File: src/rtl/bomb_pkg.sv
// Shared types and constants for the bomb sequencer: state encoding,
// fire-arm bit indices, coordinate width and the blast-set membership test.
package bomb_pkg;

   localparam int COORD_W = 5;
   localparam logic [COORD_W-1:0] GRID_MAX_DEF = 5'd18;

   localparam int DIR_N = 0;
   localparam int DIR_S = 1;
   localparam int DIR_E = 2;
   localparam int DIR_W = 3;

   typedef enum logic [1:0] {
      ST_IDLE  = 2'd0,
      ST_ARMED = 2'd1,
      ST_BOOM  = 2'd2,
      ST_CLEAR = 2'd3
   } bomb_state_e;

   // Arms are already masked at the grid edges, so the +/-1 never wraps into play.
   function automatic logic in_blast(
      input logic [COORD_W-1:0] bx,
      input logic [COORD_W-1:0] by,
      input logic [3:0]         fire,
      input logic [COORD_W-1:0] px,
      input logic [COORD_W-1:0] py
   );
      logic same_col;
      logic same_row;
      same_col = (px == bx);
      same_row = (py == by);
      return (same_col && same_row)
          || (fire[DIR_N] && same_col && (py == by - 1'b1))
          || (fire[DIR_S] && same_col && (py == by + 1'b1))
          || (fire[DIR_E] && same_row && (px == bx + 1'b1))
          || (fire[DIR_W] && same_row && (px == bx - 1'b1));
   endfunction

endpackage

File: src/rtl/game_tick_prescaler.sv
// Free-running game-tick prescaler: one-cycle tick every TICK_DIV clocks.
// Shared with the monster movement logic, so it is never restarted locally.
module game_tick_prescaler #(
   parameter int TICK_DIV = 25_000_000
) (
   input  logic clk,
   input  logic RSTN,
   output logic tick
);

   localparam int CW = (TICK_DIV > 1) ? $clog2(TICK_DIV) : 1;
   localparam logic [CW-1:0] LAST = CW'(TICK_DIV - 1);

   logic [CW-1:0] cnt_q;
   logic [CW-1:0] cnt_d;

   always_comb begin
      cnt_d = (cnt_q == LAST) ? '0 : cnt_q + 1'b1;
   end

   always_ff @(posedge clk or negedge RSTN) begin
      if (!RSTN) cnt_q <= '0;
      else       cnt_q <= cnt_d;
   end

   assign tick = (cnt_q == LAST);

endmodule

File: src/rtl/bomb_fuse_ctrl.sv
// Bomb lifecycle sequencer: place -> fuse countdown -> explosion -> clear.
// Optional remote detonation input is built in when BOMB_REMOTE_EN is defined.
//
//  state    | meaning
//  ---------+---------------------------------------------------------
//  ST_IDLE  | no bomb; valid place_we arms at the latched cell
//  ST_ARMED | bomb shown, fuse counts down on game ticks
//  ST_BOOM  | explosion shown, fire arms held, hits flagged once each
//  ST_CLEAR | single cycle that wipes the bomb and hit flags
module bomb_fuse_ctrl
   import bomb_pkg::*;
#(
   parameter int                     TICK_DIV   = 25_000_000,
   parameter int                     FUSE_TICKS = 3,
   parameter int                     FIRE_TICKS = 2,
   parameter logic [COORD_W-1:0]     GRID_MAX   = GRID_MAX_DEF
) (
   input  logic               clk,
   input  logic               RSTN,
   input  logic               place_we,
   input  logic [COORD_W-1:0] place_x,
   input  logic [COORD_W-1:0] place_y,
   input  logic [3:0]         wall,
   input  logic [COORD_W-1:0] Man_x,
   input  logic [COORD_W-1:0] Man_y,
   input  logic [COORD_W-1:0] Monster_x,
   input  logic [COORD_W-1:0] Monster_y,
   input  logic               Monster_alive,
`ifdef BOMB_REMOTE_EN
   input  logic               detonate,
`endif
   output logic               Bomb_EN,
   output logic [COORD_W-1:0] Bomb_x,
   output logic [COORD_W-1:0] Bomb_y,
   output logic               Boom,
   output logic [3:0]         Fire,
   output logic               man_hit,
   output logic               monster_hit,
   output logic               place_rej,
   output logic [4:0]         status
);

   logic tick;
   logic det;

   game_tick_prescaler #(.TICK_DIV(TICK_DIV)) u_prescaler (
      .clk  (clk),
      .RSTN (RSTN),
      .tick (tick)
   );

`ifdef BOMB_REMOTE_EN
   assign det = detonate;
`else
   assign det = 1'b0;
`endif

   bomb_state_e        state_q, state_d;
   logic [3:0]         cnt_q, cnt_d;
   logic [COORD_W-1:0] bomb_x_q, bomb_x_d;
   logic [COORD_W-1:0] bomb_y_q, bomb_y_d;
   logic               bomb_en_q, bomb_en_d;
   logic               boom_q, boom_d;
   logic [3:0]         fire_q, fire_d;
   logic               man_flag_q, man_flag_d;
   logic               mon_flag_q, mon_flag_d;
   logic               man_hit_q, man_hit_d;
   logic               mon_hit_q, mon_hit_d;
   logic               place_rej_q, place_rej_d;
   logic [4:0]         status_q, status_d;

   logic [3:0] fire_entry;
   logic       man_in;
   logic       mon_in;
   logic       last_tick;

   // Walls and grid edges both stop an arm; there is no wrap-around.
   always_comb begin
      fire_entry = ~wall;
      if (bomb_x_q == '0)       fire_entry[DIR_W] = 1'b0;
      if (bomb_x_q == GRID_MAX) fire_entry[DIR_E] = 1'b0;
      if (bomb_y_q == '0)       fire_entry[DIR_N] = 1'b0;
      if (bomb_y_q == GRID_MAX) fire_entry[DIR_S] = 1'b0;
   end

   assign man_in    = in_blast(bomb_x_q, bomb_y_q, fire_q, Man_x, Man_y);
   assign mon_in    = Monster_alive && in_blast(bomb_x_q, bomb_y_q, fire_q, Monster_x, Monster_y);
   assign last_tick = tick && (cnt_q == 4'd1);

   always_comb begin
      state_d     = state_q;
      cnt_d       = cnt_q;
      bomb_x_d    = bomb_x_q;
      bomb_y_d    = bomb_y_q;
      bomb_en_d   = bomb_en_q;
      boom_d      = boom_q;
      fire_d      = fire_q;
      man_flag_d  = man_flag_q;
      mon_flag_d  = mon_flag_q;
      man_hit_d   = 1'b0;
      mon_hit_d   = 1'b0;
      place_rej_d = 1'b0;
      status_d    = {state_q, cnt_q[2:0]};

      case (state_q)
         ST_IDLE: begin
            if (place_we) begin
               if ((place_x <= GRID_MAX) && (place_y <= GRID_MAX)) begin
                  state_d   = ST_ARMED;
                  cnt_d     = 4'(FUSE_TICKS);
                  bomb_x_d  = place_x;
                  bomb_y_d  = place_y;
                  bomb_en_d = 1'b1;
               end else begin
                  place_rej_d = 1'b1;
               end
            end
         end
         ST_ARMED: begin
            place_rej_d = place_we;
            if (det || last_tick) begin
               state_d = ST_BOOM;
               cnt_d   = 4'(FIRE_TICKS);
               boom_d  = 1'b1;
               fire_d  = fire_entry;
            end else if (tick) begin
               cnt_d = cnt_q - 4'd1;
            end
         end
         ST_BOOM: begin
            place_rej_d = place_we;
            if (man_in && !man_flag_q) begin
               man_hit_d  = 1'b1;
               man_flag_d = 1'b1;
            end
            if (mon_in && !mon_flag_q) begin
               mon_hit_d  = 1'b1;
               mon_flag_d = 1'b1;
            end
            if (last_tick) begin
               state_d   = ST_CLEAR;
               cnt_d     = 4'd0;
               bomb_en_d = 1'b0;
               boom_d    = 1'b0;
               fire_d    = 4'd0;
               bomb_x_d  = '0;
               bomb_y_d  = '0;
            end else if (tick) begin
               cnt_d = cnt_q - 4'd1;
            end
         end
         ST_CLEAR: begin
            place_rej_d = place_we;
            man_flag_d  = 1'b0;
            mon_flag_d  = 1'b0;
            state_d     = ST_IDLE;
         end
         default: state_d = ST_IDLE;
      endcase
   end

   always_ff @(posedge clk or negedge RSTN) begin
      if (!RSTN) begin
         state_q     <= ST_IDLE;
         cnt_q       <= 4'd0;
         bomb_x_q    <= '0;
         bomb_y_q    <= '0;
         bomb_en_q   <= 1'b0;
         boom_q      <= 1'b0;
         fire_q      <= 4'd0;
         man_flag_q  <= 1'b0;
         mon_flag_q  <= 1'b0;
         man_hit_q   <= 1'b0;
         mon_hit_q   <= 1'b0;
         place_rej_q <= 1'b0;
         status_q    <= 5'd0;
      end else begin
         state_q     <= state_d;
         cnt_q       <= cnt_d;
         bomb_x_q    <= bomb_x_d;
         bomb_y_q    <= bomb_y_d;
         bomb_en_q   <= bomb_en_d;
         boom_q      <= boom_d;
         fire_q      <= fire_d;
         man_flag_q  <= man_flag_d;
         mon_flag_q  <= mon_flag_d;
         man_hit_q   <= man_hit_d;
         mon_hit_q   <= mon_hit_d;
         place_rej_q <= place_rej_d;
         status_q    <= status_d;
      end
   end

   assign Bomb_EN     = bomb_en_q;
   assign Bomb_x      = bomb_x_q;
   assign Bomb_y      = bomb_y_q;
   assign Boom        = boom_q;
   assign Fire        = fire_q;
   assign man_hit     = man_hit_q;
   assign monster_hit = mon_hit_q;
   assign place_rej   = place_rej_q;
   assign status      = status_q;

endmodule

File: config.mk
export PLATFORM = sky130hd
export DESIGN_NAME = bomb_fuse_ctrl
export DESIGN_NICKNAME = d
export VERILOG_FILES = /design/src/rtl/bomb_pkg.sv /design/src/rtl/game_tick_prescaler.sv /design/src/rtl/bomb_fuse_ctrl.sv
export SDC_FILE = /design/constraint.sdc
export NUM_CORES = 1
export LEC_CHECK = 0
export CAP_MARGIN = 25
export CORE_ASPECT_RATIO = 1.5
export CORE_UTILIZATION = 30
export CTS_CLUSTER_DIAMETER = 50
export DETAILED_ROUTE_END_ITERATION = 6
export GPL_TIMING_DRIVEN = 1
export SYNTH_ARGS = -nofsm -noshare
export SYNTH_HDL_FRONTEND = slang
export SYNTH_SLANG_ARGS = --single-unit
File: constraint.sdc
create_clock -name clk -period 2.93 [get_ports clk]
set_input_delay 0.879 -clock clk [delete_from_list [all_inputs] [get_ports clk]]
set_output_delay 0.879 -clock clk [all_outputs]
set_load 0.005 [all_outputs]
## After elaboration in Yosys (flattened, before gate mapping)

Index checks and enable logic that the tools add are counted.

| cells by class | value |
|---|---|
| magnitude comparators | 2 |
| $add $sub $neg | 6 |
| bitwise operators | 1 |
| equal/unequal tests | 25 |
| reductions and logical operators | 47 |
| muxes and demuxes | 43 |

Operators with widths:

| cell | count |
|---|---|
| == test 5 bit | 12 |
| two-way mux 4 bit | 7 |
| adder 25 x 1 -> 25 bit, second input constant | 1 |
| == test 25 bit, second input constant | 1 |
| two-way mux 25 bit | 1 |
| two-way mux 5 bit | 5 |
| logical AND 1 bit | 23 |
| one-hot mux 5 bit (2 select lines) | 2 |
| two-way mux 1 bit | 16 |
| inequality test 2 bit, second input constant | 6 |
| one-hot mux 4 bit (3 select lines) | 1 |
| adder 5 x 1 -> 5 bit, second input constant | 2 |
| == test 5 bit, second input constant | 2 |
| <= comparator 5 bit, second input constant | 2 |
| logical NOT 5 bit | 2 |
| one-hot mux 1 bit (2 select lines) | 5 |
| subtractor 5 x 1 -> 5 bit, second input constant | 2 |
| logical OR 1 bit | 8 |
| two-way mux 2 bit | 4 |
| one-hot mux 2 bit (4 select lines) | 1 |
| one-hot mux 4 bit (2 select lines) | 1 |
| AND reduction 4 bit | 2 |
| AND reduction 3 bit | 2 |
| nonzero test 2 bit | 3 |
| other kinds (10) | 13 |

| storage, ports and cells | value |
|---|---|
| input bits | 38 |
| logic and storage cells | 138 |
| register bits | 57 |
| output and inout bits | 24 |

## Depth between registers and ports, before layout

| logic depth | value |
|---|---|
| word-level depth | 11 |
| gate-level depth with buffers | 10 |
| depth with buffers taken out | 8 |

## Modules after synthesis

From an unflattened synthesis, not the netlist that was laid out.

| unflattened totals | value |
|---|---|
| cells, all modules | 399 |
| area total of the unflattened synthesis | 3875.0 sq um |

Modules (own cells, without submodules):

| module | area an instance (sq um) | seq. area each (sq um) | times used | cells each |
|---|---|---|---|---|
| bomb_fuse_ctrl | 2560.0 | 800.8 | 1 | 270 |
| game_tick_prescaler | 1315.0 | 625.6 | 1 | 129 |

## Worst setup path after synthesis

No wires, ideal clock.

| path | value |
|---|---|
| path kind | reg2reg |
| start | register bomb_y_q[0] (netlist: Bomb_y[0]) |
| end | register mon_flag_q |
| path buffers | 2 |
| period minus slack after synthesis | 2446 ps |
| path slack | 484 ps |
| stages on the path, launching flop included | 11 |
| required time | 2851 ps |
| data arrival time | 2366 ps |
| library setup time | 79 ps |
| path through | dfrtp_1 > clkbuf_1 > inv_1 > ha_1 > clkbuf_1 > o21ba_2 > a221o_1 > a2111oi_0 > o21bai_1 > o22a_1 > a2bb2oi_1 |

| on the way | value |
|---|---|
| word-level cells in the longest chain between the ends | 11 |
| elaborated cells between the ends (all ways) | 20 |
| those cells by class | add/sub (2); eq/ne (4); reduce/logical (14) |

RTL lines:

| what | RTL line | RTL |
|---|---|---|
| start, declared | bomb_fuse_ctrl.sv:61 | `logic [COORD_W-1:0] bomb_y_q, bomb_y_d;` |
| start signal, assigned | bomb_fuse_ctrl.sv:181 | `bomb_y_q <= bomb_y_d;` |
| subtractor 5 x 1 -> 5 bit | bomb_pkg.sv:33 | `\|\| (fire[DIR_N] && same_col && (py == by - 1'b1))` |
| == test 5 bit | bomb_pkg.sv:33 |  |
| logical AND 1 bit | bomb_pkg.sv:33 |  |
| logical OR 1 bit | bomb_pkg.sv:33 |  |
| logical OR 1 bit | bomb_pkg.sv:34 | `\|\| (fire[DIR_S] && same_col && (py == by + 1'b1))` |
| logical OR 1 bit | bomb_pkg.sv:35 | `\|\| (fire[DIR_E] && same_row && (px == bx + 1'b1))` |
| logical OR 1 bit * | bomb_pkg.sv:36 | `\|\| (fire[DIR_W] && same_row && (px == bx - 1'b1));` |
| logical AND 1 bit * | bomb_fuse_ctrl.sv:87 | `assign mon_in = Monster_alive && in_blast(bomb_x_q, bomb_y_q, fire_q, Monster_x, Monster_y);` |
| logical AND 1 bit * | bomb_fuse_ctrl.sv:136 | `if (mon_in && !mon_flag_q) begin` |
| inequality test 2 bit (no source line) * | - |  |
| AND reduction 2 bit (no source line) * | - |  |
| end signal, assigned | bomb_fuse_ctrl.sv:186 | `mon_flag_q <= mon_flag_d;` |
| end, declared | bomb_fuse_ctrl.sv:66 | `logic mon_flag_q, mon_flag_d;` |

Mark *: on every way between the ends. The rest lies on a longest branch, timed or not.
A chain may end at the register's enable or synchronous reset.

## Worst setup path after layout

| path | value |
|---|---|
| start | input Monster_y[2] |
| end | register mon_flag_q |

| on the way | value |
|---|---|
| word-level cells in the longest chain between the ends | 10 |
| elaborated cells between the ends (all ways) | 18 |
| those cells by class | eq/ne (4); reduce/logical (14) |

RTL lines:

| what | RTL line | RTL |
|---|---|---|
| start, declared | bomb_fuse_ctrl.sv:27 | `input logic [COORD_W-1:0] Monster_y,` |
| == test 5 bit (on tied branches) | bomb_pkg.sv:31, bomb_pkg.sv:33 |  |
| logical AND 1 bit (on tied branches) | bomb_pkg.sv:32, bomb_pkg.sv:33 |  |
| logical OR 1 bit | bomb_pkg.sv:33 |  |
| logical OR 1 bit | bomb_pkg.sv:34 |  |
| logical OR 1 bit | bomb_pkg.sv:35 |  |
| logical OR 1 bit * | bomb_pkg.sv:36 |  |
| logical AND 1 bit * | bomb_fuse_ctrl.sv:87 |  |
| logical AND 1 bit * | bomb_fuse_ctrl.sv:136 |  |
| inequality test 2 bit (no source line) * | - |  |
| AND reduction 2 bit (no source line) * | - |  |

Marks and branches as above.

==> results.txt <==
share of cells above drive strength 1 - 9.81%
ranking of synthesized cells by area - dfrtp_1 38%, xor2_1 8.4%, xnor2_1 5.6%, ha_1 5.0%, nand2_1 2.8%
Worst Setup End Kind - flip-flop
Leak - 2.05 nW
# IOs - 62
CTS tree - yes
RD Place Congestion - 0.874
CP Buf/Inv Count - 2
Max Clk Rate - 371 MHz
Worst R2R Start - u_prescaler.cnt_q[7]
post-synthesis sequential area ratio - 37.9%
fin crit period - 2.69 ns
number of buffers created by CTS - 9
Core Box Area - 0.0121 mm^2
Reg clk slew, reported paths - 0.05 ns
CTS Sinks - 57
GRT Residual Overflow - 0
hold worst-path end - man_hit
Synth Cell Area - 0.00377 mm^2
# Post-CTS Setup Buffers - 0
top-area cell type share of the netlist area - 37.9%
Worst Hold Class - flip-flop to flip-flop
reg2reg setup slack - 0.33 ns
Routed WL per cell - 16.3 um
syn_area_per_cell - 9.23 um^2
DRC - 0
CP Data Arrival Time - 2.94 ns
Final period util - 91.9%
slowest cell on the critical path - a2111oi_0
Antenna Cells - 0
final hold slack - 0.435 ns
Die X - 93.5 um
Worst Skew - 0.00745 ns
# rows - 49
endpoints failing setup - 0
Worst Path Max Fanout - 4
commonest non-fill, non-tap cells in the layout - 60 x clkdlybuf4s50_1, 57 x dfrtp_1, 36 x xor2_1
Synth Flop Type - dfrtp_1
final hold vios - 0
detailed placer's ending HPWL - 7760 um
overall die height - 139 um
Starting Density - 31.0%
hold buffers post-CTS - 0
Die ar. - 0.0130 mm^2
max-cap viol count - 0
Nets - 527
power per cell area - 882 mW/mm^2
largest net degree at the start of global routing - 58
Crit path max-delay family - compound AO/OA/AOI/OAI gates
synthesis warning total - 0
DRT Wirelength - 10300 um
Worst Path Required - 3.18 ns
Seq cells post-synth - 57
startpoint types - primary input
Area growth syn-to-layout - 30.1%
Post-synth EDFFs - 0
vias in the first global route - 3377
drt initial violations - 159
Rel. slew slack - 51.3%
first-pass GRT wire length - 16900 um
Filler Cell Count - 1213
critical path type - primary input to flip-flop
Final ANT Viol Nets - 0
setup TNS - 0 ns
hold depth - 1
critical path, cell by cell - clkdlybuf4s50_1 > buf_4 > xnor2_1 > a221o_1 > a2111oi_0 > o21bai_1 > o22a_1 > a2bb2oi_1
clk buf depth - 2
Final Non-Filler Cells - 632
outcome - completed
CP peak stage delay - 0.50 ns
final core utilization - 40.4%
I/O Buffers - 61
reg2reg path depth - 6
routed vias - 3303
most common cell after layout, fill and taps aside - clkdlybuf4s50_1
area leader, netlist - dfrtp_1
Synth Net Count - 461
via density per instance - 5.23
fraction of registers with async set/reset - 100%
Final Max Slew Viols - 0
router iterations before antenna repair - 4
FF-to-FF End - state_q[1]
RSZ-0062 raised after global routing - no
All-Layer GR Usage - 16.7%
DP Cell Count - 616
worst-case vdd ir drop - 327 uV
Gate Count Post-Synth - 408
clk root buf - clkbuf_16
initial antenna violation count - 0
htree depth - 3
Worst Tran Pin Value - 0.730 ns
hold_sp - man_flag_q
post-synth cell types - 62
clk_lat worst skew - 0.33 ns
Resized cells post-CTS - 0
## per-stage QoR
step                worst slack, ns  cell area [um^2]  total power, mW
detailed placement           -0.216              4600             3.30
global route                  0.104              4900             4.63
CTS                           0.112              4900             4.36
floorplan                     0.484              3770             2.53
global placement             -0.157              4600             3.30
finish                        0.237              4900             4.32
## where the power goes
part           internal (mW)  switching [mW]  total (mW)
clock                  0.673           0.356        1.03
sequential             0.926           0.243        1.17
combinational           1.02            1.10        2.12
total                   2.62            1.70        4.32
## how the worst max path moves through the flow
stage                 startpoint    endpoint  cells past startpoint
finish              Monster_y[2]  mon_flag_q                      8
global placement        Man_x[2]     man_hit                      7
detailed placement      Man_x[2]     man_hit                      7
global route            Man_x[2]     man_hit                      7
floorplan              Bomb_y[0]  mon_flag_q                     10
CTS                     Man_x[2]     man_hit                      7
## sequential cells by signal, indices dropped and copies added, names as in the netlist
signal             flops
Bomb_EN                1
Bomb_x                 5
Bomb_y                 5
Boom                   1
Fire                   4
cnt_q                  4
man_flag_q             1
man_hit                1
mon_flag_q             1
monster_hit            1
place_rej              1
state_q                2
status                 5
u_prescaler.cnt_q     25
## cells by family (layout without fill, tap and decap cells)
kind of cell / Yosys count / after routing / synth area share (%)
multiplexers: 1 / 1 / 0.398
AND/OR/NAND/NOR: 140 / 140 / 20.4
buffers and inverters: 43 / 114 / 4.45
flip-flops: 57 / 57 / 37.9
XOR/XNOR: 60 / 60 / 13.9
adder cells (fa/ha/maj): 15 / 15 / 4.98
AO/OA/AOI/OAI: 92 / 92 / 18.0
## cell type report
cell class / count / area (um^2) / area share [%]
Clock buffer: 10 / 239 / 4.88
Sequential cell: 57 / 1430 / 29.1
Clock inverter: 6 / 57.6 / 1.17
Multi-Input combinational cell: 308 / 2170 / 44.4
Tap cell: 153 / 191 / 3.91
Inverter: 19 / 71.3 / 1.46
Timing Repair Buffer: 79 / 741 / 15.1
## synth_stat cells, drive strengths merged (4+ instances only)
library cell,instances
xor2,36
o21ai,15
nand3,18
ha,15
nand4,14
inv,19
o22ai,4
o2bb2ai,10
nor2b,10
o31ai,4
and3,7
nor2,26
nor3b,4
buf,4
dfrtp,57
a31oi,6
nor3,8
a21oi,10
xnor2,24
a22o,4
nand2,29
o22a,10
clkbuf,20
## layer usage
| layer | global-route usage [%] | up-vias | wire length (um) |
|---|---|---|---|
| li1 | - | 1596 | - |
| met1 | 18.2 | 1602 | 4130 |
| met2 | 30.8 | 85 | 5450 |
| met3 | 3.17 | 20 | 455 |
| met4 | 6.80 | 0 | 293 |
| met5 | 0 | - | 0 |
Note: power is estimated with default switching activity, not from simulation.
==> variant: new RTL, same settings <==
Register the input `Man_x` before use, cleared by the reset. The logic sees it one clock later. The other inputs are not delayed to match.
--- a/src/rtl/bomb_fuse_ctrl.sv
+++ b/src/rtl/bomb_fuse_ctrl.sv
@@ -42,2 +42,12 @@
 
+   logic [COORD_W-1:0] Man_x_q;
+
+   always_ff @(posedge clk or negedge RSTN) begin
+      if (!RSTN) begin
+         Man_x_q <= '0;
+      end else begin
+         Man_x_q <= Man_x;
+      end
+   end
+
    logic tick;
@@ -85,3 +95,3 @@
 
-   assign man_in    = in_blast(bomb_x_q, bomb_y_q, fire_q, Man_x, Man_y);
+   assign man_in    = in_blast(bomb_x_q, bomb_y_q, fire_q, Man_x_q, Man_y);
    assign mon_in    = Monster_alive && in_blast(bomb_x_q, bomb_y_q, fire_q, Monster_x, Monster_y);
Check against the original RTL: same outputs for any inputs over 10 cycles, from zero or initial values and one cycle with RSTN low; that may be too few to reach the edited logic, so the function may still have changed.
==> variant against the original RTL <==
Sequential cell count up 5. Wire length down 10%. Via count down 7.8%. Critical path depth unchanged. Fmax up 1.5%. Final cell count down 4.6%. Synthesized area down 1.0%. Worst setup slack better by 40 ps. Count of clock-buffer cells in the layout unchanged. Cell area down 1.2%. Utilization down 0.27 points. Critical endpoint is now man_flag_q. Highest routed layer unchanged.
Power is not compared: it rests on default switching activity, and its combinational part moved more than twofold at a synthesized area within 25%.
==> variant: results (changes against the original RTL) <==
[cells_and_area]
drive_above_1_share_pct = 8.67  ; -1.1 points
largest_register = u_prescaler.cnt_q
fin_nets = 499  ; -5.3%

[clock_tree]
postCtsSetupRepairBufs = 0  ; unchanged
clkSlewWorstSetupHoldPaths_ps = 50  ; about the same

[place]
place_ws_ps = 57.8  ; +274 ps
place_congestion = 0.839  ; -4.1%
hpwl_microns = 7100  ; -8.5%
placed_cell_area_sq_mm = 0.00454  ; -1.4%

[detailed_routing]
route.met3.wl_microns = 375  ; -18%
vias = 3045  ; -7.8%
wirelength_met1_microns = 3750  ; -9.2%
drt_pre_antenna_iters = 4  ; unchanged
first_iter_violations = 75  ; -53%
met2_length_microns = 4790  ; -12%
wl_per_cell_microns = 15.3  ; -6.2%

[worst_setup_path]
critical_path_peak_fanout = 8  ; +4
crit_arrival_ps = 2870  ; -70 ps

[grt]
grt_first_pass_wirelength_microns = 15500  ; -8.3%
grt_use_total_pct = 15.4  ; -1.3 points
grt_max_degree = 31  ; -47%
grt_pass1_vias = 3248  ; -3.8%

[synth]
synth.net_count = 432  ; -6.3%
ys_seq_area_share_pct = 41.6  ; +3.7 points
netlist_top_cells_count = 62 x dfrtp_1, 31 x xor2_1, 30 x xnor2_1, 28 x nor2_1, 23 x nand3_1
synthTopCellsByArea = dfrtp_1 42%, xor2_1 7.3%, xnor2_1 7.0%, ha_1 5.0%, nand3_1 3.1%
synth_cell_type_count = 58  ; -6.5%

[hold_path]
hold_path_class = in -> async

[run_status]
status = finished clean

[sta]
worstMarginPinSlew_ps = 810  ; +79.8 ps
clock_skew_ps = 7.88  ; +0.432 ps

==> variant: changes by cell type after synthesis, moves of 6 or more <==
cell       delta
a22o_1        +8
o21ai_0       +6
o22a_1       -10
nand2_1       -9
clkbuf_1      -8
o2bb2ai_1     -8
nand4_1       -8
xnor2_1       +6
inv_1         -9
==> variant: area by class of cell <==
cell class                      count  area [sq um]
Timing Repair Buffer               75           711
Multi-Input combinational cell    288          2050
Inverter                           10          37.5
Tap cell                          153           191
Sequential cell                    62          1550
Clock buffer                       10           229
Fill cell                        1220          7230
Clock inverter                      5          75.1
==> variant: kinds of logic after synthesis <==
group,after synthesis,share of synthesized area (%)
adder cells (fa/ha/maj),15,5.03
AO/OA/AOI/OAI,78,15.0
flip-flops,62,41.6
AND/OR/NAND/NOR,133,20.3
multiplexers,1,0.302
buffers and inverters,29,3.46
XOR/XNOR,61,14.3
==> variant: path summary, 6_finish.rpt <==
kind                       startpoint                     to  slack (ps)  depth (start not counted)
max                         Bomb_x[0]             man_flag_q         280                          8
min                              RSTN              status[4]         400                          1
max reg2reg                 Bomb_x[0]             man_flag_q         280                          8
min reg2reg                  cnt_q[1]              status[1]         400                          0
max in group asynchronous        RSTN  u_prescaler.cnt_q[10]        1900                          2
min in group clk             cnt_q[1]              status[1]         400                          0
==> variant: report_power, final <==
part	switching, mW	internal (mW)	total, mW	leakage, nW
clock	0.353	0.734	1.09	0.152
combinational	0.112	0.141	0.253	1.20
sequential	0.0268	0.869	0.896	0.771
==> variant: metal layers <==
layer,up-vias,track usage (%)
li1,1482,-
met4,0,8.83
met5,-,0
met1,1485,16.6
met2,60,27.5
met3,18,2.85
==> variant: through the flow <==
step,power [mW],utilization (%),std cells
4_1_cts,2.27,40.1,603
2_1_floorplan,1.03,-,379
6_report,2.24,40.1,603
3_3_place_gp,1.16,37.6,588
3_5_place_dp,1.16,37.6,588
5_1_grt,2.32,40.1,603
==> variant: worst max-delay path, cell delays in order (launching register included) <==
cell	delay, ps
dfrtp_1	550
inv_1	140
ha_1	330
nor3b_1	210
nand3_1	110
o21ai_0	90
a211oi_1	540
o21ai_0	280
a31o_2	300
